<file path="src/rtl/ahb_to_apb_sn.sv">
// AHB-to-APB3 bridge for P_NUM slaves in equal 64KB-granular regions.
// Define AHB_TO_APB_APB4_EN to add the APB4 PPROT/PSTRB outputs.
module ahb_to_apb_sn #(
    parameter int          P_NUM     = 4,
    parameter logic [15:0] P_BASE    = 16'hC000,
    parameter logic [15:0] P_SIZE    = 16'h0010,
    parameter int          P_TIMEOUT = 0
) (
    input  logic                 HCLK,
    input  logic                 HRESETn,
    input  logic                 HSEL,
    input  logic [31:0]          HADDR,
    input  logic [1:0]           HTRANS,
    input  logic                 HWRITE,
    input  logic [2:0]           HSIZE,
    input  logic [3:0]           HPROT,
    input  logic [31:0]          HWDATA,
    input  logic                 HREADYin,
    output logic [31:0]          HRDATA,
    output logic [1:0]           HRESP,
    output logic                 HREADYout,
    output logic [P_NUM-1:0]     PSEL,
    output logic                 PENABLE,
    output logic [31:0]          PADDR,
    output logic                 PWRITE,
    output logic [31:0]          PWDATA,
    input  logic [32*P_NUM-1:0]  PRDATA,
    input  logic [P_NUM-1:0]     PREADY,
    input  logic [P_NUM-1:0]     PSLVERR
`ifdef AHB_TO_APB_APB4_EN
    ,
    output logic [2:0]           PPROT,
    output logic [3:0]           PSTRB
`endif
);

    localparam int          IW    = (P_NUM > 1) ? $clog2(P_NUM) : 1;
    localparam bit          TO_EN = (P_TIMEOUT != 0);
    localparam logic [15:0] TO    = 16'(P_TIMEOUT);

    typedef enum logic [2:0] {
        IDLE, WDATA, SETUP, ACCESS, ERR1, ERR2
    } state_t;

    state_t        state_q, state_d;
    logic [31:0]   addr_q, addr_d;
    logic          write_q, write_d;
    logic [IW-1:0] idx_q, idx_d;
    logic [31:0]   pwdata_q, pwdata_d;
    logic [31:0]   hrdata_q, hrdata_d;
    logic [15:0]   timer_q, timer_d;

    logic          accept;
    logic          hit;
    logic [IW-1:0] idx_dec;
    logic [31:0]   prdata_sel;
    logic          pready_sel;
    logic          pslverr_sel;

    assign accept = HSEL & HREADYin & HTRANS[1];

    // Region bounds widened to 32 bits so the top region cannot wrap
    always_comb begin
        logic [31:0] lo;
        logic [31:0] hi;
        logic [31:0] a;
        hit     = 1'b0;
        idx_dec = '0;
        a       = {16'h0, HADDR[31:16]};
        for (int i = 0; i < P_NUM; i++) begin
            lo = {16'h0, P_BASE} + 32'(i) * {16'h0, P_SIZE};
            hi = lo + {16'h0, P_SIZE};
            if (a >= lo && a < hi) begin
                hit     = 1'b1;
                idx_dec = IW'(i);
            end
        end
    end

    always_comb begin
        prdata_sel  = '0;
        pready_sel  = 1'b0;
        pslverr_sel = 1'b0;
        for (int i = 0; i < P_NUM; i++) begin
            if (idx_q == IW'(i)) begin
                prdata_sel  = PRDATA[i*32 +: 32];
                pready_sel  = PREADY[i];
                pslverr_sel = PSLVERR[i];
            end
        end
    end

    always_comb begin
        state_d  = state_q;
        addr_d   = addr_q;
        write_d  = write_q;
        idx_d    = idx_q;
        pwdata_d = pwdata_q;
        hrdata_d = hrdata_q;
        timer_d  = timer_q;
        unique case (state_q)
            IDLE: begin
                if (accept) begin
                    addr_d  = HADDR;
                    write_d = HWRITE;
                    idx_d   = idx_dec;
                    if (!hit) begin
                        state_d = ERR1;
                        if (!HWRITE) hrdata_d = '0;
                    end else if (HWRITE) begin
                        state_d = WDATA;
                    end else begin
                        state_d = SETUP;
                        timer_d = '0;
                    end
                end
            end
            WDATA: begin
                pwdata_d = HWDATA;
                state_d  = SETUP;
                timer_d  = '0;
            end
            SETUP: state_d = ACCESS;
            ACCESS: begin
                if (!pready_sel) begin
                    timer_d = timer_q + 16'd1;
                    if (TO_EN && timer_d >= TO) begin
                        state_d = ERR1;
                        if (!write_q) hrdata_d = '0;
                    end
                end else if (pslverr_sel) begin
                    state_d = ERR1;
                    if (!write_q) hrdata_d = '0;
                end else begin
                    state_d = IDLE;
                    if (!write_q) hrdata_d = prdata_sel;
                end
            end
            ERR1:    state_d = ERR2;
            ERR2:    state_d = IDLE;
            default: state_d = IDLE;
        endcase
    end

    always_ff @(posedge HCLK or negedge HRESETn) begin
        if (!HRESETn) begin
            state_q  <= IDLE;
            addr_q   <= '0;
            write_q  <= 1'b0;
            idx_q    <= '0;
            pwdata_q <= '0;
            hrdata_q <= '0;
            timer_q  <= '0;
        end else begin
            state_q  <= state_d;
            addr_q   <= addr_d;
            write_q  <= write_d;
            idx_q    <= idx_d;
            pwdata_q <= pwdata_d;
            hrdata_q <= hrdata_d;
            timer_q  <= timer_d;
        end
    end

    always_comb begin
        PSEL = '0;
        for (int i = 0; i < P_NUM; i++) begin
            PSEL[i] = (state_q == SETUP || state_q == ACCESS)
                      && idx_q == IW'(i);
        end
    end

    assign PENABLE   = (state_q == ACCESS);
    assign PADDR     = addr_q;
    assign PWRITE    = write_q;
    assign PWDATA    = pwdata_q;
    assign HRDATA    = hrdata_q;
    assign HREADYout = (state_q == IDLE) || (state_q == ERR2);
    assign HRESP     = (state_q == ERR1 || state_q == ERR2) ? 2'b01 : 2'b00;

`ifdef AHB_TO_APB_APB4_EN
    logic [2:0] pprot_q;
    logic [3:0] pstrb_q;
    logic [3:0] strb_dec;
    logic       unused_in;

    always_comb begin
        strb_dec = 4'b0000;
        if (HWRITE) begin
            unique case (HSIZE)
                3'b000:  strb_dec = 4'b0001 << HADDR[1:0];
                3'b001:  strb_dec = HADDR[1] ? 4'b1100 : 4'b0011;
                default: strb_dec = 4'b1111;
            endcase
        end
    end

    always_ff @(posedge HCLK or negedge HRESETn) begin
        if (!HRESETn) begin
            pprot_q <= '0;
            pstrb_q <= '0;
        end else if (state_q == IDLE && accept) begin
            pprot_q <= {~HPROT[0], 1'b0, HPROT[1]};
            pstrb_q <= strb_dec;
        end
    end

    assign PPROT     = pprot_q;
    assign PSTRB     = pstrb_q;
    assign unused_in = ^{HTRANS[0], HPROT[3:2]};
`else
    logic unused_in;
    assign unused_in = ^{HTRANS[0], HSIZE, HPROT};
`endif

endmodule

</file>
<file path="config.mk">
export PLATFORM = sky130hd
export DESIGN_NAME = ahb_to_apb_sn
export DESIGN_NICKNAME = d
export VERILOG_FILES = /design/src/rtl/ahb_to_apb_sn.sv
export SDC_FILE = /design/constraint.sdc
export NUM_CORES = 1
export LEC_CHECK = 0
export ABC_AREA = 1
export CAP_MARGIN = 20
export CORE_AREA = 2 2 125 127
export CTS_CLUSTER_DIAMETER = 80
export DETAILED_ROUTE_END_ITERATION = 8
export DIE_AREA = 0 0 127 129
export DONT_BUFFER_PORTS = 1
export PLACE_DENSITY = 0.46
export SETUP_SLACK_MARGIN = 0.1
export SLEW_MARGIN = 25
export SYNTH_ARGS = -nofsm -noshare
export SYNTH_HDL_FRONTEND = slang
export SYNTH_SLANG_ARGS = --single-unit
</file>
<file path="constraint.sdc">
create_clock -name HCLK -period 1.94 [get_ports HCLK]
set_clock_uncertainty 0.1 [all_clocks]
set_input_delay 0.485 -clock HCLK [delete_from_list [all_inputs] [get_ports HCLK]]
set_output_delay 0.485 -clock HCLK [all_outputs]
set_load 0.005 [all_outputs]
</file>
# Word level (Yosys, flattened, before mapping)
# Cells that the tools add are included.
[classes]
magnitude_cmp = 8
n_eq_ne = 13
muxes = 34
bitwise_logic = 2
reduce_logical = 17
[ops]
columns = ["op", "count"]
rows = [
  ["$mux 32", 11],
  ["$ge 16x16->1 const B", 4],
  ["$lt 16x16->1 const B", 4],
  ["$pmux 32 s2", 1],
  ["$pmux 3 s5", 1],
  ["$mux 1", 14],
  ["$mux 3", 4],
  ["$logic_and 1x1->1", 8],
  ["$ne 2x2->1 const B", 4],
  ["$eq 3x2->1 const B", 2],
  ["$eq 3x3->1 const B", 2],
  ["$mux 2", 3],
  ["$reduce_and 6->1", 1],
  ["$eq 2x2->1 const B", 2],
  ["$reduce_and 2->1", 2],
  ["$eq 3x1->1 const B", 1],
  ["$logic_not 3->1", 1],
  ["$logic_or 1x1->1", 3],
  ["$and 1x1->1", 2],
  ["$eq 2x1->1 const B", 1],
  ["$logic_not 2->1", 1],
  ["$ne 2x1->1 const B", 1],
  ["$reduce_bool 2->1", 1],
]
[totals]
register_bits = 102
input_bits = 214
output_inout_bits = 105
word_cells = 80

# Longest topological paths before layout
# Gate-level depths: netlist of run 1.
[logic_depth]
ltp_word = 9
mapped_depth = 13
depth_no_buf = 11

# Worst setup path after synthesis of run 1
# No wires, ideal clock.
[synth_path]
path_kind = "input to register"
from = "input HADDR[29]"
to = "register hrdata_q[10] (netlist: HRDATA[10])"
setup_ns = 0.124
arrival_time_ns = 1.548
required_ns = 1.716
slack_ns = 0.169
cell_stages = 8
path_buffers = 1
path_cell_list = "or2_1 -> nor2_2 -> nand4_1 -> nand2_2 -> nand2_4 -> nand2_4 -> buf_6 -> o21ai_2"
[synth_via]
elab_chain_len = 8
elab_cells_between_ends = 18
cone_classes = "order compare (8); eq/ne (1); mux (4); reduce/logical (5)"
[synth_lines]
columns = ["item", "line_no", "rtl"]
rows = [
  ["start, declared", "12", "input logic [31:0] HADDR,"],
  ["$ge 16x16->1 or $lt 16x16->1 (tied branches)", "73", "if (a >= lo && a < hi) begin"],
  ["$logic_and 1x1->1", "73", ""],
  ["$mux 1 (3 in series)", "73", ""],
  ["$mux 1 *", "73", ""],
  ["$ne 2x2->1 (no source line) *", "n/a", ""],
  ["$reduce_and 6->1 (no source line) *", "n/a", ""],
  ["end signal, assigned", "160", "hrdata_q <= hrdata_d;"],
  ["end, declared", "50", "logic [31:0] hrdata_q, hrdata_d;"],
]
# Every way passes the cells marked *; elsewhere a longest branch is shown, timed or not.
# A chain may end at the register's enable or synchronous reset.

# Worst setup path after layout of run 1
[layout_path]
from = "register idx_q[0]"
to = "output PSEL[2]"
[layout_via]
elab_chain_len = 2
[layout_lines]
columns = ["item", "line_no", "rtl"]
rows = [
  ["start, declared", "48", "logic [IW-1:0] idx_q, idx_d;"],
  ["start signal, assigned", "158", "idx_q <= idx_d;"],
  ["$eq 2x2->1", "169", "&& idx_q == IW'(i);"],
  ["$logic_and 1x1->1", "169", ""],
  ["end, declared", "22", "output logic [P_NUM-1:0] PSEL,"],
]
# No other way between the ends.

==> results of run 1 <==
==> Yosys cell counts <==
cell       instances
nand4_1            3
o31ai_1            4
nand2_1           98
nor2_8             1
nor2_4             3
nand2_4            4
nand3_1           48
a21oi_1            7
o2111ai_1         19
conb_1             1
o21a_1             1
inv_2              8
buf_6              6
clkbuf_1           8
nand2_2            3
inv_1             12
a31oi_1            1
or2_1              1
dfrtp_1          102
mux2_1            22
buf_4              5
buf_2             15
nor2_2             2
o211ai_2           1
o22ai_1            9
o21ai_1            9
o21ai_0           32
mux2_2            41
o21ai_2           20
or2_2              4
nor2_1            47
==> state kept, by name, summed over array words and instances (netlist names) <==
signal and cells:
state_q 3, PADDR 32, HRDATA 32, PWRITE 1, idx_q 2, PWDATA 32
==> where the power goes <==
group / total (uW) / internal [uW] / switching (uW)
combinational: 4440 / 2050 / 2390
clock: 1920 / 1040 / 880
sequential: 3610 / 2920 / 692
==> through the flow <==
stage | instances | utilization [%] | instance area, um2
2_1_floorplan | 537 | - | 5210
3_3_place_gp | 721 | 36.8 | 5510
3_5_place_dp | 721 | 36.8 | 5510
4_1_cts | 749 | 40.4 | 6050
5_1_grt | 754 | 41.7 | 6240
6_report | 754 | 41.7 | 6240
==> what timing repair did <==
action,4_1_cts,5_1_grt
gates cloned,1,2
setup endpoints to repair,25,38
pin swaps,3,4
hold endpoints to repair,102,102
buffers inserted,11,3
resized for setup,34,38
==> cell type report <==
class / instances / area [um2]
fillers: 1550 / 8740
flip-flops and latches: 102 / 2560
multi-input cells: 382 / 2550
repair buffers: 46 / 483
well taps: 188 / 235
clock buffers: 9 / 225
clock inverters: 7 / 97.6
inverters: 20 / 96.3
==> worst register-to-register path, delay by kind of cell, from the launching register on <==
kind	cells	cell delay [ns]
and+or+nand+nor	8	0.62
buffers and inverters	4	0.52
AOI/OAI and AO/OA	1	0.05
DFF	1	0.42
==> layer usage <==
metal | global-route usage [%] | part of all wire [%] | up-vias
met5 | 0 | 0 | -
met4 | 5.43 | 1.3 | 0
met3 | 6.57 | 10 | 17
met2 | 30.9 | 50 | 206
met1 | 19.9 | 38 | 1909
li1 | - | - | 1907
==> final timing paths <==
| check | startpoint | slack (ns) | to | cells past startpoint |
|---|---|---|---|---|
| setup / recovery | idx_q[0]$_DFFE_PN0P_ | 0.08 | PSEL[2] | 5 |
| hold / removal | HRESETn | -0.27 | HRDATA[19]$_DFFE_PN0P_ | 0 |
| setup reg to reg | idx_q[0]$_DFFE_PN0P_ | 0.12 | HRDATA[6]$_DFFE_PN0P_ | 13 |
| hold reg to reg | PADDR[16]$_DFFE_PN0P_ | 0.42 | PADDR[16]$_DFFE_PN0P_ | 1 |
| max in group asynchronous | HRESETn | 1.84 | idx_q[1]$_DFFE_PN0P_ | 0 |
| min in group HCLK | HADDR[17] | 0.17 | PADDR[17]$_DFFE_PN0P_ | 1 |
==> cells by family after synthesis <==
family,count (synthesis)
buffers and inverters,54
DFF,102
and+or+nand+nor,214
other,1
muxes,63
AOI/OAI and AO/OA,103
==> flow_metrics.py, run 1 <==
metrics = {
    "drt": {
        "drt_iter0_markers": 138,
        "drt-pass1-iter-count": 6,
        "routed_via_density": 5.36,
        "wl_mm": 15.1,
        "post-route-drc-count": 0,
        "wl_per_cell_um": 20.1,
        "vias": 4039,
        "drt.antenna.violating_nets": 0,
    },
    "synth": {
        "yosys-top-cells-area": "dfrtp_1 (49%), mux2_2 (8.9%), nand2_1 (7.1%), mux2_1 (4.8%), nand3_1 (4.6%)",
        "synthSimpleGateAreaFrac_pct": 18.5,
        "yosysSeqAreaShare_pct": 49.0,
        "synth_top_area_share_pct": 49.0,
        "yosysWarnings": 0,
        "synth-compound-area-share_pct": 13.3,
        "syn_inst": 537,
        "synthDistinctLibCells": 31,
        "ys_ff_latch": 102,
        "syn_area_mm2": 0.00521,
        "synth_top_family_by_area": "simple AND/OR/NAND/NOR gates",
        "synth_fp_nets": 751,
        "post_synth_mux_area_share_pct": 13.6,
        "syn_area_per_cell_um2": 9.70,
        "synth_xor_area_share_pct": 0,
        "yosysTopAreaCell": "dfrtp_1",
        "synth-adder-area-share_pct": 0,
    },
    "critical_path": {
        "slowest_delay_ns": 0.42,
        "crit_fanout": 15,
        "critPathLaunchType": "flop",
        "crit_path_top_delay_cell": "dfrtp_1",
        "critical_path_class": "flop to output pin",
        "arrival_ns": 1.28,
        "crit_buf_inv": 3,
        "path_delay_family": "flip-flops",
        "path_cells": "buf_6, nor2_4, buf_6, inv_8, nor2_4",
        "required_ns": 1.35,
        "endpoint_kind": "output pin",
    },
    "sta": {
        "layout_setup_ws_ns": 0.0788,
        "timing.final.crit_share_pct": 95.9,
        "rsz0062_at_grt": "yes",
        "period_needed_ns": 1.86,
        "hold_ws_ns": -0.274,
        "fmax_mhz": 537,
        "hold_viol_final": 102,
        "maxSlewViolCount": 0,
        "setup_viol": 0,
        "tns_ns": 0,
    },
    "run_status": {
        "outcome": "complete, but fails checks",
        "violations": "hold timing",
    },
    "placed_design": {
        "hpwl_mm": 11.2,
        "place_congestion": 0.780,
        "io_buffers": 0,
        "post-place-ws_ns": -0.00270,
    },
    "global_routing": {
        "grt_max_degree": 103,
        "first_global_vias": 4082,
        "grt_pass1_wl_mm": 22.1,
        "antenna_found_initial": 0,
        "overflow": 0,
        "track_usage_pct": 17.5,
    },
    "cts": {
        "clk_pin_slew_ns": 0.07,
        "root_buffer": "clkbuf_16",
        "ctsHtreeMaxLevel": 3,
        "clockBufferDepth": 2,
        "numCtsBuffers": 9,
        "cts_tree": "done",
        "clkSinkCount": 102,
        "clkLatencyLatePin_ns": 0.35,
    },
    "die": {
        "die_height_um": 129,
        "start_util_pct": 34.8,
        "core_mm2": 0.0150,
        "num_rows": 45,
        "io_pins": 319,
        "dieArea_mm2": 0.0164,
        "die_x_um": 127,
    },
    "final_layout": {
        "area_growth_pct": 19.8,
        "drive_gt1_share_pct": 32.5,
        "n_antenna_cell": 0,
        "final_common_cell": "dfrtp_1",
        "layout_common_cells": "dfrtp_1 (99), nand2_1 (78), nand3_1 (45), nor2_1 (41), mux2_2 (41)",
        "nNetsFinal": 775,
    },
    "worst_hold_path": {
        "min_path_type": "input port to async pin",
    },
    "pwr": {
        "powerDensity_mw_per_mm2": 1600,
        "worst_ir_drop_vdd_mv": 0.629,
        "power_leakage_uw": 0.00270,
        "finalPower_uw": 9970,
    },
    "run": {
        "drv_cap": 0,
    },
}
Note: power is estimated with default switching activity, not from simulation.
==> run 2: changes to the inputs <==
--- a/config.mk
+++ b/config.mk
@@ -7,12 +7,15 @@
 export LEC_CHECK = 0
 export ABC_AREA = 1
 export CAP_MARGIN = 20
-export CORE_AREA = 2 2 125 127
+export CELL_PAD_IN_SITES_DETAIL_PLACEMENT = 1
+export CELL_PAD_IN_SITES_GLOBAL_PLACEMENT = 2
+export CORE_MARGIN = 1
+export CORE_UTILIZATION = 35
 export CTS_CLUSTER_DIAMETER = 80
 export DETAILED_ROUTE_END_ITERATION = 8
-export DIE_AREA = 0 0 127 129
 export DONT_BUFFER_PORTS = 1
-export PLACE_DENSITY = 0.46
+export HOLD_SLACK_MARGIN = 0.1
+export PLACE_DENSITY = 0.77
 export SETUP_SLACK_MARGIN = 0.1
 export SLEW_MARGIN = 25
 export SYNTH_ARGS = -nofsm -noshare
==> flow_metrics.py, run 2 (synthesized netlist as in run 1, its figures left out) <==
metrics = {
    "sta": {
        "hold_viol_final": 102,
        "setup_viol": 0,
        "period_needed_ns": 1.87,
        "tns_ns": 0,
        "timing.final.crit_share_pct": 96.6,
        "maxSlewViolCount": 0,
        "fmax_mhz": 533,
        "hold_ws_ns": -0.279,
        "rsz0062_at_grt": "yes",
    },
    "drt": {
        "routed_via_density": 5.43,
        "drt_iter0_markers": 115,
        "drt-pass1-iter-count": 4,
        "vias": 4100,
        "post-route-drc-count": 0,
        "wl_mm": 16.1,
        "wl_per_cell_um": 21.3,
        "drt.antenna.violating_nets": 0,
    },
    "placed_design": {
        "io_buffers": 0,
        "hpwl_mm": 11.7,
        "dpl_cell_area_mm2": 0.00550,
        "placed_cells": 715,
        "place_congestion": 0.796,
    },
    "final_layout": {
        "final_cell_area_mm2": 0.00625,
        "drive_gt1_share_pct": 31.3,
        "instances_no_fill": 755,
        "multi_input_area_mm2": 0.00248,
        "layout_common_cells": "dfrtp_1 (98), nand2_1 (93), nand3_1 (44), nor2_1 (41), mux2_2 (41)",
        "area_growth_pct": 20.0,
        "nNetsFinal": 780,
        "n_antenna_cell": 0,
        "seqCellArea_mm2": 0.00256,
        "final_common_cell": "dfrtp_1",
        "fill_cells": 1620,
    },
    "critical_path": {
        "rr_startpoint": "idx_q[0]$_DFFE_PN0P_",
        "reg2reg_to": "HRDATA[12]$_DFFE_PN0P_",
        "endpoint_kind": "output pin",
        "critical_path_class": "flop to output pin",
        "critPathLaunchType": "flop",
        "path_delay_family": "flip-flops",
        "slowest_delay_ns": 0.44,
        "crit_fanout": 5,
        "crit_buf_inv": 3,
        "required_ns": 1.35,
        "arrival_ns": 1.29,
        "path_depth": 5,
        "crit_path_top_delay_cell": "dfrtp_2",
        "path_cells": "buf_6, nor2_4, buf_6, clkinv_8, nor2_4",
        "r2r_cells": 12,
        "rrSetupSlack_ns": 0.11,
    },
    "run_status": {
        "violations": "hold timing",
        "outcome": "complete, but fails checks",
    },
    "die": {
        "io_pins": 319,
        "die_height_um": 124,
        "dieArea_mm2": 0.0154,
        "num_rows": 44,
        "start_util_pct": 35.8,
        "core_mm2": 0.0145,
        "die_x_um": 124,
    },
    "cts": {
        "clockBufferDepth": 2,
        "cts_tree": "done",
        "numCtsBuffers": 9,
        "clkSinkCount": 102,
        "root_buffer": "clkbuf_16",
        "clk_pin_slew_ns": 0.08,
        "clkLatencyLatePin_ns": 0.35,
        "ctsHtreeMaxLevel": 3,
    },
    "worst_hold_path": {
        "min_path_type": "input port to async pin",
    },
    "global_routing": {
        "overflow": 0,
        "grt_pass1_wl_mm": 22.2,
        "antenna_found_initial": 0,
        "first_global_vias": 4149,
        "grt_max_degree": 103,
        "track_usage_pct": 19.6,
    },
    "pwr": {
        "worst_ir_drop_vdd_mv": 0.792,
        "power_leakage_uw": 0.00273,
        "powerDensity_mw_per_mm2": 1610,
    },
    "run": {
        "drv_cap": 0,
    },
}
-- run 2: area by class of cell --
class                   count  share of cell area (%)
repair buffers             52                    9.39
multi-input cells         381                    39.7
flip-flops and latches    102                    40.9
inverters                  20                    1.66
well taps                 184                    3.68
clock buffers               9                    3.60
clock inverters             7                    1.08
-- run 2: stage by stage --
| stage | setup slack [ns] | hold slack (ns) | util (%) | power, uW |
|---|---|---|---|---|
| 2_1_floorplan | 0.169 | 0.0894 | - | 6220 |
| 3_3_place_gp | 0.0730 | 0.0916 | 37.8 | 7170 |
| 3_5_place_dp | 0.0364 | 0.0913 | 37.8 | 7340 |
| 4_1_cts | 0.0413 | -0.298 | 41.4 | 9720 |
| 5_1_grt | 0.00379 | -0.298 | 43.0 | 10700 |
| 6_report | 0.0653 | -0.279 | 43.0 | 10100 |
-- run 2: worst max-delay path by stage --
stage	start	end	slack (ns)
after CTS	idx_q[0]$_DFFE_PN0P_	PSEL[2]	0.04
after floorplan	HADDR[29]	HRDATA[10]$_DFFE_PN0P_	0.17
after global placement	HADDR[29]	HRDATA[6]$_DFFE_PN0P_	0.07
after global routing	idx_q[0]$_DFFE_PN0P_	PSEL[2]	0.004
final	idx_q[0]$_DFFE_PN0P_	PSEL[2]	0.07
after detailed placement	idx_q[0]$_DFFE_PN0P_	HRDATA[21]$_DFFE_PN0P_	0.04
-- run 2: worst register-to-register path, cell delays in order, from the launching register on --
cell and delay (ns):
dfrtp_2 0.44, buf_4 0.15, nor2_4 0.11, nand2_2 0.07, nand3_2 0.07, nor2_1 0.04
inv_2 0.08, nand2_4 0.07, nor2_8 0.14, nand2_8 0.12, clkbuf_16 0.19, nand2_1 0.07
o21ai_2 0.05
-- run 2: what timing repair did --
| item | 4_1_cts | 5_1_grt |
|---|---|---|
| endpoints found under the hold margin | 102 | 102 |
| gates cloned | 2 | 2 |
| setup buffers | 10 | 10 |
| pin swaps | 3 | 5 |
| setup endpoints to repair | 32 | 38 |
| gates resized for setup | 30 | 28 |
-- run 2: where the power goes --
| part | switching [uW] | internal, uW | leakage (uW) |
|---|---|---|---|
| clock network | 886 | 903 | 0.000145 |
| logic | 2460 | 2190 | 0.00131 |
| registers | 703 | 2920 | 0.00127 |
| total | 4050 | 6010 | 0.00273 |
-- run 2: metal layers --
metal  global-route usage, %  vias up  share of wire, %
met4                    6.85        0               1.4
met3                    6.82       15                10
met2                    35.3      192                51
met5                       0        -                 0
met1                    21.3     1979                37
li1                        -     1914                 -
